`src/rtl/snowbro2_eeprom_pkg.sv`:
```
// Shared constants for the 93C46-style x16 serial EEPROM responder.
// Holds the instruction encodings and the controller state type.
package snowbro2_eeprom_pkg;

    localparam logic [1:0] OP_READ  = 2'b10;
    localparam logic [1:0] OP_WRITE = 2'b01;
    localparam logic [1:0] OP_ERASE = 2'b11;
    localparam logic [1:0] OP_EXT   = 2'b00;

    localparam logic [1:0] EWEN = 2'b11;
    localparam logic [1:0] EWDS = 2'b00;
    localparam logic [1:0] ERAL = 2'b10;
    localparam logic [1:0] WRAL = 2'b01;

    localparam logic [15:0] ERASED_WORD = 16'hFFFF;

    typedef enum logic [2:0] {
        ST_IDLE,
        ST_OPCODE,
        ST_ADDR,
        ST_DATAIN,
        ST_ARMED,
        ST_READOUT,
        ST_PROG,
        ST_STATUS
    } state_t;

endpackage

```
`src/rtl/snowbro2_eeprom_ram.sv`:
```
// 2^AW x DW two-port RAM; port A serves the serial controller, port B the dump port.
// A port B write takes the cycle when both ports write.
module snowbro2_eeprom_ram #(
    parameter int AW = 6,
    parameter int DW = 16
) (
    input  logic          clk,
    input  logic          rst,
    input  logic [AW-1:0] addr_a,
    input  logic [DW-1:0] din_a,
    input  logic          we_a,
    output logic [DW-1:0] q_a,
    input  logic [AW-1:0] addr_b,
    input  logic [DW-1:0] din_b,
    input  logic          we_b,
    output logic [DW-1:0] q_b
);

    logic [DW-1:0] mem [0:(1<<AW)-1];

    // Array contents survive reset; only the read registers clear.
    always_ff @(posedge clk) begin
        if (we_b)
            mem[addr_b] <= din_b;
        else if (we_a)
            mem[addr_a] <= din_a;
    end

    always_ff @(posedge clk or posedge rst) begin
        if (rst) begin
            q_a <= '0;
            q_b <= '0;
        end else begin
            q_a <= mem[addr_a];
            q_b <= mem[addr_b];
        end
    end

endmodule

```
`src/rtl/snowbro2_eeprom.sv`:
```
// Serial EEPROM responder (93C46 x16) for the 68K bit-banged port, with a
// parallel dump port for NVRAM load/save.
module snowbro2_eeprom
    import snowbro2_eeprom_pkg::*;
#(
    parameter int AW          = 6,
    parameter int DW          = 16,
    parameter int BUSY_CYCLES = 1024
) (
    input  logic          CLK,
    input  logic          RESET,
    input  logic          SCLK,
    input  logic          SCS,
    input  logic          SDI,
    output logic          SDO,
    input  logic [AW-1:0] DUMP_ADDR,
    input  logic [DW-1:0] DUMP_DIN,
    input  logic          DUMP_WE,
    output logic [DW-1:0] DUMP_DOUT,
    output logic          BUSY
);

    localparam int CNT_W = $clog2(DW);
    localparam int BW    = $clog2(BUSY_CYCLES + 1);

    logic [2:0]       sync_p0, sync_p1;
    logic             sclk_p2;
    logic             scs_s, sdi_s, shift;
    state_t           state;
    logic             wen, sdo, busy, wr_pend, prog_all;
    logic [1:0]       opcode;
    logic [AW-1:0]    addr, addr_next;
    logic [DW-1:0]    prog_word, ram_q;
    logic [CNT_W-1:0] bit_cnt;
    logic [BW-1:0]    busy_cnt;
    logic             we_a, stall;

    // Stage p0/p1: two-flop synchronizer, p2: SCLK history for edge detect
    always_ff @(posedge CLK or posedge RESET) begin
        if (RESET) begin
            sync_p0 <= '0;
            sync_p1 <= '0;
            sclk_p2 <= 1'b0;
        end else begin
            sync_p0 <= {SCLK, SCS, SDI};
            sync_p1 <= sync_p0;
            sclk_p2 <= sync_p1[2];
        end
    end

    assign scs_s     = sync_p1[1];
    assign sdi_s     = sync_p1[0];
    assign shift     = sync_p1[2] & ~sclk_p2 & scs_s;
    assign addr_next = {addr[AW-2:0], sdi_s};
    assign we_a      = (state == ST_PROG) && wr_pend;
    assign stall     = we_a && DUMP_WE;

    always_ff @(posedge CLK or posedge RESET) begin
        if (RESET) begin
            state     <= ST_IDLE;
            wen       <= 1'b0;
            sdo       <= 1'b1;
            busy      <= 1'b0;
            wr_pend   <= 1'b0;
            prog_all  <= 1'b0;
            opcode    <= '0;
            addr      <= '0;
            prog_word <= '0;
            bit_cnt   <= '0;
            busy_cnt  <= '0;
        end else begin
            case (state)
                ST_IDLE: begin
                    sdo <= 1'b1;
                    if (shift && sdi_s) begin
                        state   <= ST_OPCODE;
                        opcode  <= '0;
                        bit_cnt <= '0;
                    end
                end
                ST_OPCODE: begin
                    sdo <= 1'b1;
                    if (!scs_s) begin
                        state <= ST_IDLE;
                    end else if (shift) begin
                        opcode <= {opcode[0], sdi_s};
                        if (bit_cnt == CNT_W'(1)) begin
                            state   <= ST_ADDR;
                            bit_cnt <= '0;
                        end else begin
                            bit_cnt <= bit_cnt + CNT_W'(1);
                        end
                    end
                end
                ST_ADDR: begin
                    sdo <= 1'b1;
                    if (!scs_s) begin
                        state <= ST_IDLE;
                    end else if (shift) begin
                        addr <= addr_next;
                        if (bit_cnt == CNT_W'(AW - 1)) begin
                            bit_cnt <= '0;
                            case (opcode)
                                OP_READ: begin
                                    state   <= ST_READOUT;
                                    bit_cnt <= CNT_W'(DW - 1);
                                    sdo     <= 1'b0;
                                end
                                OP_WRITE: begin
                                    state    <= ST_DATAIN;
                                    prog_all <= 1'b0;
                                end
                                OP_ERASE: begin
                                    state     <= ST_ARMED;
                                    prog_all  <= 1'b0;
                                    prog_word <= DW'(ERASED_WORD);
                                end
                                default: begin
                                    case (addr_next[AW-1:AW-2])
                                        EWEN: begin
                                            wen   <= 1'b1;
                                            state <= ST_IDLE;
                                        end
                                        EWDS: begin
                                            wen   <= 1'b0;
                                            state <= ST_IDLE;
                                        end
                                        ERAL: begin
                                            state     <= ST_ARMED;
                                            prog_all  <= 1'b1;
                                            prog_word <= DW'(ERASED_WORD);
                                        end
                                        default: begin
                                            state    <= ST_DATAIN;
                                            prog_all <= 1'b1;
                                        end
                                    endcase
                                end
                            endcase
                        end else begin
                            bit_cnt <= bit_cnt + CNT_W'(1);
                        end
                    end
                end
                ST_DATAIN: begin
                    sdo <= 1'b1;
                    if (!scs_s) begin
                        state <= ST_IDLE;
                    end else if (shift) begin
                        prog_word <= {prog_word[DW-2:0], sdi_s};
                        if (bit_cnt == CNT_W'(DW - 1))
                            state <= ST_ARMED;
                        else
                            bit_cnt <= bit_cnt + CNT_W'(1);
                    end
                end
                ST_ARMED: begin
                    sdo <= 1'b1;
                    if (!scs_s) begin
                        if (wen) begin
                            state    <= ST_PROG;
                            busy     <= 1'b1;
                            busy_cnt <= BW'(BUSY_CYCLES - 1);
                            wr_pend  <= 1'b1;
                            if (prog_all)
                                addr <= '0;
                        end else begin
                            state <= ST_IDLE;
                        end
                    end
                end
                ST_READOUT: begin
                    if (!scs_s) begin
                        state <= ST_IDLE;
                        sdo   <= 1'b1;
                    end else if (shift) begin
                        sdo <= ram_q[bit_cnt];
                        if (bit_cnt == '0) begin
                            addr    <= addr + AW'(1);
                            bit_cnt <= CNT_W'(DW - 1);
                        end else begin
                            bit_cnt <= bit_cnt - CNT_W'(1);
                        end
                    end
                end
                ST_PROG: begin
                    sdo <= scs_s ? ~busy : 1'b1;
                    // A dump write steals the RAM cycle: hold both the address and the busy count.
                    if (we_a && !DUMP_WE) begin
                        if (!prog_all || addr == '1)
                            wr_pend <= 1'b0;
                        else
                            addr <= addr + AW'(1);
                    end
                    if (!stall) begin
                        if (busy_cnt == '0) begin
                            if (!wr_pend) begin
                                busy  <= 1'b0;
                                state <= ST_STATUS;
                            end
                        end else begin
                            busy_cnt <= busy_cnt - BW'(1);
                        end
                    end
                end
                default: begin
                    sdo <= scs_s ? ~busy : 1'b1;
                    if (!scs_s) begin
                        state <= ST_IDLE;
                    end else if (shift && sdi_s) begin
                        state   <= ST_OPCODE;
                        opcode  <= '0;
                        bit_cnt <= '0;
                    end
                end
            endcase
        end
    end

    snowbro2_eeprom_ram #(
        .AW(AW),
        .DW(DW)
    ) u_ram (
        .clk    (CLK),
        .rst    (RESET),
        .addr_a (addr),
        .din_a  (prog_word),
        .we_a   (we_a),
        .q_a    (ram_q),
        .addr_b (DUMP_ADDR),
        .din_b  (DUMP_DIN),
        .we_b   (DUMP_WE),
        .q_b    (DUMP_DOUT)
    );

    assign SDO  = sdo;
    assign BUSY = busy;

endmodule

```
`config.mk`:
```
export PLATFORM = sky130hd
export DESIGN_NAME = snowbro2_eeprom
export DESIGN_NICKNAME = d
export VERILOG_FILES = /design/src/rtl/snowbro2_eeprom_pkg.sv /design/src/rtl/snowbro2_eeprom_ram.sv /design/src/rtl/snowbro2_eeprom.sv
export SDC_FILE = /design/constraint.sdc
export NUM_CORES = 2
export LEC_CHECK = 0
export BUFFER_PORTS_ARGS = -buffer_cell sky130_fd_sc_hd__buf_2
export CAP_MARGIN = 20
export CORE_AREA = 2 2 399 243
export DETAILED_ROUTE_END_ITERATION = 8
export DIE_AREA = 0 0 401 245
export GPL_ROUTABILITY_DRIVEN = 0
export PLACE_DENSITY_LB_ADDON = 0.25
export SLEW_MARGIN = 40
export SYNTH_ARGS = -nofsm -noshare
export SYNTH_HDL_FRONTEND = slang
export SYNTH_SLANG_ARGS = --single-unit
```
`constraint.sdc`:
```
create_clock -name CLK -period 3.1 [get_ports CLK]
set_input_delay 0.465 -clock CLK [delete_from_list [all_inputs] [get_ports CLK]]
set_output_delay 0.465 -clock CLK [all_outputs]
set_load 0.005 [all_outputs]
```
# Word level (Yosys, flattened, before mapping)
# Memories as Yosys holds them, arrays and structs flattened. A register that Yosys moved wholly into a read port is not among the register bits.
# Cells that the tools add are included.
op_classes:
  reduce_logical: 34
  n_addsub: 4
  eq_ne: 47
  muxes: 95
  bitwise_logic: 8
  n_lt_le_gt_ge: 1
op_table:
  columns: ["cell", "count"]
  rows:
  - ["$mux 16", 7]
  - ["$mux 6", 11]
  - ["$pmux 16 s2", 2]
  - ["$mux 4", 15]
  - ["$mux 3", 17]
  - ["$mux 11", 4]
  - ["$ne 2x2->1 const B", 21]
  - ["$reduce_and 11->1", 3]
  - ["$pmux 4 s6", 1]
  - ["$pmux 6 s4", 1]
  - ["$mux 1", 22]
  - ["$pmux 11 s2", 1]
  - ["$ne 3x3->1 const B", 7]
  - ["$pmux 3 s7", 1]
  - ["$reduce_and 6->1", 3]
  - ["$reduce_or 16->1", 1]
  - ["$logic_not 11->1", 1]
  - ["$sub 11x1->11 const B", 1]
  - ["$reduce_and 5->1", 2]
  - ["$eq 3x3->1 const B", 3]
  - ["$pmux 3 s3", 1]
  - ["$eq 2x2->1 const B", 4]
  - ["$mux 2", 4]
  - ["$pmux 1 s2", 4]
  - ["other kinds (33)", 52]
totals:
  in_bits: 28
  n_memories: 1
  ramBits: 1024
  output_inout_bits: 18
  reg_bits: 54
memory_table:
  columns: ["name", "depth", "word_bits", "rd", "rd_ports_with_merged_regs", "write_ports", "line_no", "rtl"]
  rows:
  - ["u_ram.mem", 64, 16, 2, 2, 1, "snowbro2_eeprom_ram.sv:19", "logic [DW-1:0] mem [0:(1<<AW)-1];"]

# Logic depth before layout (Yosys ltp)
depth:
  ltp_word: 8
  ltp_mapped: 10

# Cells and area by module
# Synthesis repeated with hierarchy kept, for this count alone.
hier_totals:
  hier_cells: 2753
  hier_area_um2: 52385.2
by_module_without_submodules:
  columns: ["module", "seq_area_each_um2", "cells_per_inst", "instances", "area_per_inst_um2"]
  rows:
  - ["snowbro2_eeprom_ram", 31550.3, 2383, 1, 48935.7]
  - ["snowbro2_eeprom", 1352.5, 370, 1, 3449.6]

# Worst setup path before layout
# No wires, ideal clock.
synth_path:
  path_type: "input -> register"
  from: "input DUMP_ADDR[0]"
  to: "memory u_ram.mem[15][0] (enable)"
  path_buffers: 5
  path_slack_ns: 0.199
  setup_time_ns: 0.388
  arrival_time_ns: 2.512
  path_stages: 8
  cell_sequence: "buf_6 > buf_6 > buf_4 > buf_4 > buf_4 > and2_1 > a32oi_1 > nor2_1"
synth_via:
  elab_chain_cells: 1
synth_lines:
  columns: ["element", "line_no", "rtl"]
  rows:
  - ["from (decl)", "snowbro2_eeprom.sv:16", "input logic [AW-1:0] DUMP_ADDR,"]
  - ["$mux 6 (no source line)", null, null]
  - ["to (decl)", "snowbro2_eeprom_ram.sv:19", null]
# Every way passes these cells.

==> metrics.txt <==
# TYPE chip_impl_metric gauge
chip_impl_metric{name="final.fill_count",unit=""} 6574
chip_impl_metric{name="synth.yosys.seq_area_share",unit=""} 0.637
chip_impl_metric{name="detail-route-antenna-nets",unit=""} 0
chip_impl_metric{name="wl",unit="um"} 163000
chip_impl_metric{name="synth.net_count",unit=""} 2794
chip_impl_metric{name="cts.sinks",unit=""} 1110
chip_impl_metric{name="drc_violations_left",unit=""} 0
chip_impl_info{name="run_status",value="complete, no violations"} 1
chip_impl_metric{name="power.net_switching",unit="mW"} 11.9
chip_impl_metric{name="worst_setup_hold_path_clk_slew",unit="ns"} 0.07
chip_impl_metric{name="ff_latch_area",unit="um2"} 32900
chip_impl_metric{name="finalCritPeriodShare",unit=""} 0.929
chip_impl_metric{name="r2r_setup_slack",unit="ns"} 0.22
chip_impl_metric{name="routed-via-count",unit=""} 32200
chip_impl_metric{name="drive_above_1_share",unit=""} 0.363
chip_impl_info{name="endpoint_kind",value="register"} 1
chip_impl_metric{name="tns_setup",unit="ns"} 0
chip_impl_metric{name="route.detailed.wl_per_inst",unit="um"} 37.5
chip_impl_metric{name="overall_routing_resource_usage",unit=""} 0.334
chip_impl_metric{name="postCtsSetupRepairBufs",unit=""} 0
chip_impl_metric{name="initial_core_util",unit=""} 0.544
chip_impl_metric{name="worst_reg2reg_path_length_in_cells",unit=""} 6
chip_impl_metric{name="slew_headroom",unit=""} 0.326
chip_impl_info{name="synth-main-ff-cell",value="sky130_fd_sc_hd__edfxtp_1"} 1
chip_impl_metric{name="share_seq_of_total_power",unit=""} 0.428
chip_impl_metric{name="synthesized_area",unit="um2"} 51600
chip_impl_metric{name="buffer_ports.inserted",unit=""} 45
chip_impl_metric{name="comb_power_share",unit=""} 0.250
chip_impl_metric{name="drv.max_cap_violation_count",unit=""} 0
chip_impl_metric{name="fp.coreArea",unit="um2"} 94900
chip_impl_metric{name="power-per-cell-area",unit="nW/um2"} 680
chip_impl_metric{name="synthArstFlopShare",unit=""} 0.0775
chip_impl_metric{name="critPathArrivalTime",unit="ns"} 3.50
chip_impl_metric{name="ys_ff_latch",unit=""} 1110
chip_impl_metric{name="die_w",unit="um"} 401
chip_impl_metric{name="netSwitchingFraction",unit=""} 0.298
chip_impl_metric{name="grt_antenna_before_repair",unit=""} 17
chip_impl_metric{name="cts_made_buffers",unit=""} 102
chip_impl_metric{name="ys.warnings.count",unit=""} 0
chip_impl_metric{name="area_used_by_multi_input_combinational_logic",unit="um2"} 17800
chip_impl_metric{name="synth_cell_type_count",unit=""} 74
chip_impl_info{name="root_buffer",value="sky130_fd_sc_hd__clkbuf_16"} 1
chip_impl_info{name="rsz0062_at_grt",value="no"} 1
chip_impl_metric{name="critical_path_peak_fanout",unit=""} 25
chip_impl_metric{name="worst_max_slew_pin_slew",unit="ns"} 1.00
chip_impl_metric{name="cts_htree_levels",unit=""} 3
chip_impl_metric{name="critical_path_required",unit="ns"} 3.72
chip_impl_metric{name="vdd.ir_drop.worst",unit="mV"} 0.543
chip_impl_metric{name="finalWorstPathRequiredPeriod",unit="ns"} 2.88
chip_impl_metric{name="final_max_slew_viol_count",unit=""} 0
chip_impl_metric{name="area_growth",unit="%"} 14.2
chip_impl_metric{name="firstDrtPassIters",unit=""} 6
chip_impl_metric{name="finalNetCount",unit=""} 3039
chip_impl_metric{name="die_height",unit="um"} 245
chip_impl_metric{name="grt_max_degree",unit=""} 65
chip_impl_metric{name="synthCells",unit=""} 2751
chip_impl_metric{name="synth-edff-count",unit=""} 1024
chip_impl_info{name="post-synth-top-area-cell",value="sky130_fd_sc_hd__edfxtp_1"} 1
chip_impl_metric{name="cell_internal_pwr",unit="mW"} 28.1
chip_impl_info{name="setup.worst_path.class",value="register to register"} 1
chip_impl_metric{name="finalClockSkew",unit="ns"} 0.0225
chip_impl_metric{name="grt_pass1_wl",unit="um"} 231000
chip_impl_metric{name="timing.critical_path.slowest_cell_delay",unit="ns"} 0.65
chip_impl_metric{name="max-clock-path-buffers",unit=""} 3
chip_impl_metric{name="setup_violations",unit=""} 0
chip_impl_metric{name="drt_iter0_markers",unit=""} 5492
chip_impl_info{name="crit_chain",value="buf_12, buf_4, mux4_2, a221oi_1, o21ai_0, o211a_1"} 1
chip_impl_metric{name="yosysTopAreaCellShare",unit=""} 0.595
chip_impl_metric{name="floorplan.rows",unit=""} 88
chip_impl_info{name="min_delay_worst_endpoint",value="u_ram.q_b[11]$_DFF_PP0_"} 1
chip_impl_metric{name="hpwl_reported_at_the_end_of_detailed_placement",unit="um"} 107000
chip_impl_metric{name="overflow",unit=""} 0
chip_impl_metric{name="fin_cells",unit=""} 4346
chip_impl_info{name="kind_of_start_point_of_the_critical_path",value="register"} 1
chip_impl_info{name="regToRegEndpoint",value="u_ram.q_a[5]$_DFF_PP0_"} 1
chip_impl_metric{name="num_io_pins",unit=""} 46
chip_impl_metric{name="timing.fmax",unit="MHz"} 347
chip_impl_info{name="worstReg2RegStart",value="addr[0]$_DFFE_PP0P_"} 1
chip_impl_metric{name="placed_cells",unit=""} 4147
chip_impl_metric{name="timing.final.hold_violations",unit=""} 0
chip_impl_metric{name="via_per_inst",unit=""} 7.40
chip_impl_metric{name="holdPathStages",unit=""} 3
chip_impl_info{name="worst_hold_path_type",value="input pin to register"} 1
chip_impl_info{name="yosys-top-cells-area",value="sky130_fd_sc_hd__edfxtp_1, sky130_fd_sc_hd__mux4_2, sky130_fd_sc_hd__dfrtp_1"} 1
chip_impl_metric{name="clkPwrFrac",unit=""} 0.322
chip_impl_metric{name="synth.avg_cell_area",unit="um2"} 18.8
chip_impl_metric{name="clk-insertion-delay-late",unit="ns"} 0.73
chip_impl_info{name="min-delay-start",value="DUMP_ADDR[4]"} 1
chip_impl_info{name="tritoncts",value="built"} 1
chip_impl_info{name="slowest_stage",value="sky130_fd_sc_hd__dfrtp_4"} 1
chip_impl_metric{name="leakagePower",unit="nW"} 19.0
chip_impl_metric{name="die_area",unit="um2"} 98200
chip_impl_metric{name="first_global_vias",unit=""} 31400
## metal layers
layer	GRT usage	share of wire	vias up
met3	0.159	0.17	384
met1	0.474	0.37	16700
met5	0.0127	0.0017	-
met2	0.457	0.42	2778
met4	0.105	0.034	18
li1	-	-	12300
## registers in the layout, indices dropped and copies added, names as in the netlist, 2 cells and up
signal,flops
state,3
sync_p0,3
u_ram.q_a,16
opcode,2
busy_cnt,11
addr,6
u_ram.mem,1024
prog_word,16
bit_cnt,4
sync_p1,3
u_ram.q_b,16
## what timing repair did
item	4_1_cts	5_1_grt
hold endpoints to repair	46	0
hold buffers	4	0
endpoints found under the setup margin	0	1
gates resized for setup	0	1
## power by group through the flow
stage	registers, mW	logic, mW	clock network [mW]
after CTS	17.2	9.69	13.0
after global routing	17.2	10.4	13.6
after floorplan	17.2	6.02	0
after detailed placement	17.5	9.65	0
final	17.2	10.0	12.9
after global placement	17.5	9.49	0
## Yosys cell counts, drive strengths merged, types with 7 or more instances
cell and number:
nor3 49, a22oi 45, and2 10, a32oi 7, ha 15, mux2i 123
inv 16, clkbuf 108, nor2 95, o21ai 50, edfxtp 1024, o22ai 64
nand2 59, o31ai 7, a21oi 71, o211a 14, o22a 17, nand3 26
nand3b 7, or2 10, nand2b 32, mux4 502, buf 101, a22o 16
a221oi 35, a211oi 8, o221ai 28, mux2 36, nor2b 13, dfrtp 85
a31oi 8
## worst max path at each step
stage / end / depth (start not counted) / slack, ns / from
2_1_floorplan: u_ram.mem[15][0]$_DFFE_PP_ / 8 / 0.20 / DUMP_ADDR[0]
3_3_place_gp: u_ram.q_b[0]$_DFF_PP0_ / 8 / 0.08 / DUMP_ADDR[0]
3_5_place_dp: u_ram.q_a[6]$_DFF_PP0_ / 6 / 0.11 / addr[0]$_DFFE_PP0P_
4_1_cts: u_ram.q_a[6]$_DFF_PP0_ / 6 / 0.11 / addr[0]$_DFFE_PP0P_
5_1_grt: u_ram.q_a[5]$_DFF_PP0_ / 6 / 0.15 / addr[0]$_DFFE_PP0P_
6_report: u_ram.q_a[5]$_DFF_PP0_ / 6 / 0.22 / addr[0]$_DFFE_PP0P_
## through the flow
step / hold WS [ns] / cell area, um2 / power (mW) / worst slack [ns] / utilization
2_1_floorplan: 0.331 / 51600 / 23.2 / 0.199 / -
3_3_place_gp: 0.336 / 55400 / 26.9 / 0.0789 / 0.584
3_5_place_dp: 0.336 / 55500 / 27.1 / 0.107 / 0.584
4_1_cts: 0.166 / 58900 / 39.8 / 0.105 / 0.621
5_1_grt: 0.212 / 59000 / 41.1 / 0.151 / 0.621
6_report: 0.200 / 59000 / 40.1 / 0.219 / 0.621
## cell type report
class | instances | area share
Clock buffer | 133 | 0.0477
Multi-Input combinational cell | 1415 | 0.303
Clock inverter | 59 | 0.0101
Antenna cell | 2 | 0.0000849
Sequential cell | 1110 | 0.558
Timing Repair Buffer | 350 | 0.0534
Inverter | 17 | 0.00112
Tap cell | 1260 | 0.0267
## layout by cell type (no fill, tap or decap), types with 28 or more instances in the layout
master	count
sky130_fd_sc_hd__nor2_1	51
sky130_fd_sc_hd__o22ai_1	64
sky130_fd_sc_hd__mux2i_1	123
sky130_fd_sc_hd__a22oi_1	44
sky130_fd_sc_hd__o221ai_1	28
sky130_fd_sc_hd__dfrtp_1	81
sky130_fd_sc_hd__buf_2	42
sky130_fd_sc_hd__edfxtp_1	1024
sky130_fd_sc_hd__buf_12	47
sky130_fd_sc_hd__buf_4	251
sky130_fd_sc_hd__a221oi_1	30
sky130_fd_sc_hd__mux4_2	502
sky130_fd_sc_hd__nand2b_1	32
sky130_fd_sc_hd__nor2_2	44
sky130_fd_sc_hd__a21oi_1	69
sky130_fd_sc_hd__mux2_2	33
sky130_fd_sc_hd__nor3_1	44
sky130_fd_sc_hd__nand2_1	59
sky130_fd_sc_hd__clkbuf_16	105
sky130_fd_sc_hd__o21ai_0	49
## cells by family after synthesis
| group | Yosys count | synth area share |
|---|---|---|
| AOI/OAI and AO/OA | 401 | 0.0553 |
| xor gates and xnor gates | 5 | 0.000848 |
| adders and majority gates | 15 | 0.00363 |
| buffers and inverters | 226 | 0.0205 |
| DFF | 1110 | 0.637 |
| muxes | 661 | 0.251 |
| and+or+nand+nor | 333 | 0.0320 |
## worst max-delay path: cells and delay by family (launching register included)
family                 cells  cell delay (ns)
buffers and inverters      2             0.64
AOI/OAI and AO/OA          3             0.93
DFF                        1             0.65
muxes                      1             0.53
No activity file was read; power rests on OpenSTA's default activity.
